$ cat src/rtl/serial_subtractor_pkg.sv
// Shared types and constants for the bit-serial subtractor.
// Optional borrow-in port is enabled by SERIAL_SUBTRACTOR_BORROW_IN_EN.
package serial_sub_pkg;

  localparam int DEFAULT_WIDTH = 32;

  typedef enum logic [1:0] {
    IDLE  = 2'd0,
    SHIFT = 2'd1,
    DONE  = 2'd2
  } state_t;

  function automatic int clog2(input int v);
    int r;
    r = 0;
    while ((1 << r) < v) r++;
    return r;
  endfunction

endpackage

$ cat src/rtl/serial_subtractor_full_subtractor.sv
// Combinational 1-bit full-subtractor cell: d = x - y - bin.
// equal is the borrow-propagate term (x ~^ y).
module full_subtractor (
  input  logic x,
  input  logic y,
  input  logic bin,
  output logic d,
  output logic bout,
  output logic equal
);

  assign equal = x ~^ y;
  assign d     = x ^ y ^ bin;
  assign bout  = (~x & y) | (equal & bin);

endmodule

$ cat src/rtl/serial_subtractor.sv
// Bit-serial two's-complement subtractor, LSB first, one bit per cycle.
// Define SERIAL_SUBTRACTOR_BORROW_IN_EN to add a borrow_in port for chaining.
module serial_subtractor
  import serial_sub_pkg::*;
#(
  parameter int WIDTH = DEFAULT_WIDTH
) (
  input  logic             clk,
  input  logic             rst,
  input  logic             start,
  input  logic [WIDTH-1:0] a,
  input  logic [WIDTH-1:0] b,
`ifdef SERIAL_SUBTRACTOR_BORROW_IN_EN
  input  logic             borrow_in,
`endif
  output logic             busy,
  output logic             done,
  output logic [WIDTH-1:0] diff,
  output logic             borrow_out,
  output logic             overflow,
  output logic             zero
);

  localparam int CW = (clog2(WIDTH) < 1) ? 1 : clog2(WIDTH);
  localparam logic [CW-1:0] LAST = CW'(WIDTH - 1);

  state_t           r_state;
  logic [WIDTH-1:0] r_sa;
  logic [WIDTH-1:0] r_sb;
  logic [WIDTH-2:0] r_res;
  logic             r_borrow;
  logic             r_sign_a;
  logic             r_sign_b;
  logic [CW-1:0]    r_cnt;

  logic             w_d;
  logic             w_bout;
  logic             w_eq;
  logic             w_unused;
  logic             w_bin0;
  logic [WIDTH-1:0] w_res_next;

`ifdef SERIAL_SUBTRACTOR_BORROW_IN_EN
  assign w_bin0 = borrow_in;
`else
  assign w_bin0 = 1'b0;
`endif

  full_subtractor u_fsub (
    .x     (r_sa[0]),
    .y     (r_sb[0]),
    .bin   (r_borrow),
    .d     (w_d),
    .bout  (w_bout),
    .equal (w_eq)
  );

  assign w_unused   = w_eq;
  assign w_res_next = {w_d, r_res};

  always_ff @(posedge clk) begin
    if (rst) begin
      r_state    <= IDLE;
      r_sa       <= '0;
      r_sb       <= '0;
      r_res      <= '0;
      r_borrow   <= 1'b0;
      r_sign_a   <= 1'b0;
      r_sign_b   <= 1'b0;
      r_cnt      <= '0;
      busy       <= 1'b0;
      done       <= 1'b0;
      diff       <= '0;
      borrow_out <= 1'b0;
      overflow   <= 1'b0;
      zero       <= 1'b0;
    end else begin
      done <= 1'b0;
      unique case (r_state)
        IDLE, DONE: begin
          if (start) begin
            r_sa     <= a;
            r_sb     <= b;
            r_borrow <= w_bin0;
            r_sign_a <= a[WIDTH-1];
            r_sign_b <= b[WIDTH-1];
            r_cnt    <= '0;
            busy     <= 1'b1;
            r_state  <= SHIFT;
          end else begin
            busy    <= 1'b0;
            r_state <= IDLE;
          end
        end
        SHIFT: begin
          r_sa     <= r_sa >> 1;
          r_sb     <= r_sb >> 1;
          r_res    <= w_res_next[WIDTH-1:1];
          r_borrow <= w_bout;
          r_cnt    <= r_cnt + 1'b1;
          // Final bit: publish the result on the edge entering DONE.
          if (r_cnt == LAST) begin
            busy       <= 1'b0;
            done       <= 1'b1;
            diff       <= w_res_next;
            borrow_out <= w_bout;
            overflow   <= (r_sign_a ^ r_sign_b) & (w_d ^ r_sign_a);
            zero       <= ~|w_res_next;
            r_state    <= DONE;
          end
        end
        default: begin
          busy    <= 1'b0;
          r_state <= IDLE;
        end
      endcase
    end
  end

endmodule

$ cat config.mk
export PLATFORM = sky130hd
export DESIGN_NAME = serial_subtractor
export DESIGN_NICKNAME = d
export VERILOG_FILES = /design/src/rtl/serial_subtractor_pkg.sv /design/src/rtl/serial_subtractor_full_subtractor.sv /design/src/rtl/serial_subtractor.sv
export SDC_FILE = /design/constraint.sdc
export NUM_CORES = 1
export LEC_CHECK = 0
export ABC_AREA = 1
export CORE_UTILIZATION = 40
export DETAILED_ROUTE_END_ITERATION = 16
export GPL_ROUTABILITY_DRIVEN = 1
export PLACE_DENSITY = 0.77
export SLEW_MARGIN = 5
export SYNTH_ARGS = -nofsm -noshare
export SYNTH_HDL_FRONTEND = slang
export SYNTH_SLANG_ARGS = --single-unit
$ cat constraint.sdc
create_clock -name clk -period 1.5 [get_ports clk]
set_input_delay 0.15 -clock clk [delete_from_list [all_inputs] [get_ports clk]]
set_output_delay 0.15 -clock clk [all_outputs]
set_load 0.02 [all_outputs]
==> impl_metrics.tcl <==
set metrics [dict create \
    status "finished with violations" \
    violations "setup timing" \
    r2r_end "zero" \
    synth_seq_cells 142 \
    fin_crit_ps 1538 \
    synth_cell_types 24 \
    synthesis.area_um2 5366 \
    h-tree-depth 4 \
    ir_drop_mv 0.7928 \
    critical_path_arrival_ps 1890 \
    r2r_start "r_cnt[1]" \
    power_frac_comb_pct 9.9 \
    root_buffer "clkbuf_16" \
    initial_core_util_pct 41.84 \
    antenna_found_initial 0 \
    dpl.cell_count 949 \
    cts_tree "built" \
    syn-num-nets 767 \
    worst_hold_slack_ps 64.75 \
    fin_skew_ps 9.693 \
    wl_per_cell_um 12.91 \
    rows 41 \
    yosysWarnings 0 \
    first_global_vias 4345 \
    p_leak_nw 2.873 \
    final_area_um2 7355 \
    powerDensity_nw_per_um2 1269 \
    dpl.hpwl_mm 8.030 \
    grt_max_degree 66 \
    fin_tns_setup_ps -173.4 \
    rsz0062_at_grt "true" \
    final_antenna_net_count 0 \
    finalSetupViolations 12 \
    clock-sinks 142 \
    io_buffer_count 103 \
    avgSynthCellArea_um2 7.699 \
    ys_seq_area_share_pct 52.97 \
    clkTransAtPathRegs_ps 60 \
    switching_share_pct 23.52 \
    maxCapViolCount 0 \
    cts_buffer_depth 2 \
    pin_count 104 \
    drtPass1Iterations 4 \
    layout_commonest_cell "nand2_1" \
    track_usage_pct 18.97 \
    crit_type "reg -> reg" \
    min_period_over_period_pct 102.5 \
    clockPowerShare_pct 46.1 \
    cts_made_buffers 17 \
    core_region_area_um2 12820 \
    drt-initial-drc-count 404 \
    antenna_cells 0 \
    hold_path_class "in -> reg" \
    intPower_mw 7.136 \
    place.gp.congestion 0.7889 \
    p_switching_mw 2.195 \
    layout-drive-gt1-share_pct 10.23 \
    place_area_um2 6685 \
    grt_overflow_total 0 \
    dieHeight_um 117.8 \
    drc 0 \
    fin_nets 870 \
    worst_pin_slew_ps 429.2 \
    relSlewSlack_pct 71.39 \
    cp-start-kind "register" \
    vias 4952 \
    die_w_um 117.8 \
    worstPathRequired_ps 1850 \
    grt_pass1_wl_mm 21.27 \
    path_max_fanout 6 \
    area_delta_synth_final_pct 37.05 \
    ff2ff_path_depth 10 \
    clk_latency_ps 420 \
    layout_common_cells "nand2_1, dfxtp_1, clkdlybuf4s50_1" \
    syn_inst 697 \
    post-route-util_pct 57.35 \
    worst-r2r-setup-slack_ps -40 \
    end_kind "register" \
    hold_viol 0 \
    holdPathEnd "r_cnt[1]" \
    finalWirelength_mm 12.69 \
    worstHoldStart "rst" \
    die_area_um2 13880 \
    fin_cells 983 \
    layout_setup_ws_ps -38.02 \
    timing.fmax_ghz 0.6502 \
    via_per_inst 5.038 \
    worstHoldPathCells 2 \
    slew_violations 0 \
    p_seq_share_pct 44.1 \
]
## worst max-delay path: stages, from the launching register on
cell	delay, ps
dfxtp_2	350
ha_4	140
inv_2	30
nor2_2	90
ha_2	210
nand3_4	160
nor2_2	140
nand3_1	100
nor2_1	130
nor2_1	50
nor2_1	70
## power by group through the flow
stage / logic, mW / clock network (mW) / registers [mW]
2_1_floorplan: 0.555 / 0 / 4.15
3_3_place_gp: 0.902 / 0 / 4.18
3_5_place_dp: 0.914 / 0 / 4.18
4_1_cts: 0.921 / 4.36 / 4.11
5_1_grt: 1.03 / 4.55 / 4.13
6_report: 0.919 / 4.30 / 4.11
## cell usage after synthesis (all sizes together)
cell | n | area, um2
nand2 | 252 | 950.9
dfxtp | 142 | 2843
a31oi | 62 | 387.9
nor2 | 48 | 187.7
a21oi | 43 | 215.2
o21ai | 37 | 185.2
buf | 30 | 165.2
inv | 26 | 97.59
nand3 | 21 | 110.1
clkbuf | 18 | 67.56
a211oi | 11 | 82.58
ha | 2 | 25.02
o21a | 2 | 15.01
fa | 1 | 20.02
nor3 | 1 | 5.000
o221ai | 1 | 8.760
## through the flow
step	setup slack (ps)	total power, mW
floorplan	4.913	4.710
global placement	-26.65	5.082
detailed placement	-115.6	5.095
CTS	-34.54	9.386
global route	-143.7	9.710
finish	-38.02	9.331
## timing repair
action                                  4_1_cts  5_1_grt
hold endpoints to repair                      0        0
pin swaps                                     4        2
resized for setup                            61        7
gates cloned                                  1        0
buffers inserted                              2        3
endpoints found under the setup margin       68       34
hold buffers                                  0        0
## cell type report
cell class | instances | area [um2]
fillers | 1137 | 5470
inverters | 26 | 107.6
flip-flops and latches | 142 | 2845
well taps | 172 | 215.2
repair buffers | 132 | 1331
clock buffers | 21 | 470.5
clock inverters | 9 | 136.4
multi-input cells | 481 | 2248
## kinds of logic after synthesis
| group | after synthesis | share of synthesized area (%) |
|---|---|---|
| DFF | 142 | 52.97 |
| and+or+nand+nor | 322 | 23.36 |
| buffers and inverters | 74 | 6.155 |
| AOI/OAI and AO/OA | 156 | 16.67 |
| adders and majority gates | 3 | 0.8393 |
## flip-flops by register name, indices dropped and copies added (netlist names)
name and count:
r_cnt 5, borrow_out 1, r_sa 32, overflow 1, r_res 31, diff 32, busy 1, r_state 2
r_borrow 1, done 1, zero 1, r_sign_a 1, r_sign_b 1, r_sb 32
## routing by layer
metal  global-route usage, %  wire [um]
met1                   25.03       5944
met2                   29.49       5838
met3                   5.669        758
met4                   6.250        150
met5                       0          0
## worst max-delay path by stage
stage,startpoint,end,slack [ps]
final,r_cnt[1],zero,-40
after global routing,r_cnt[1],zero,-140
after CTS,r_cnt[1],zero,-30
after detailed placement,r_cnt[0],diff[1],-120
after global placement,r_cnt[0],zero,-30
after floorplan,r_cnt[0],diff[31],5
Note: power is estimated with default switching activity, not from simulation.
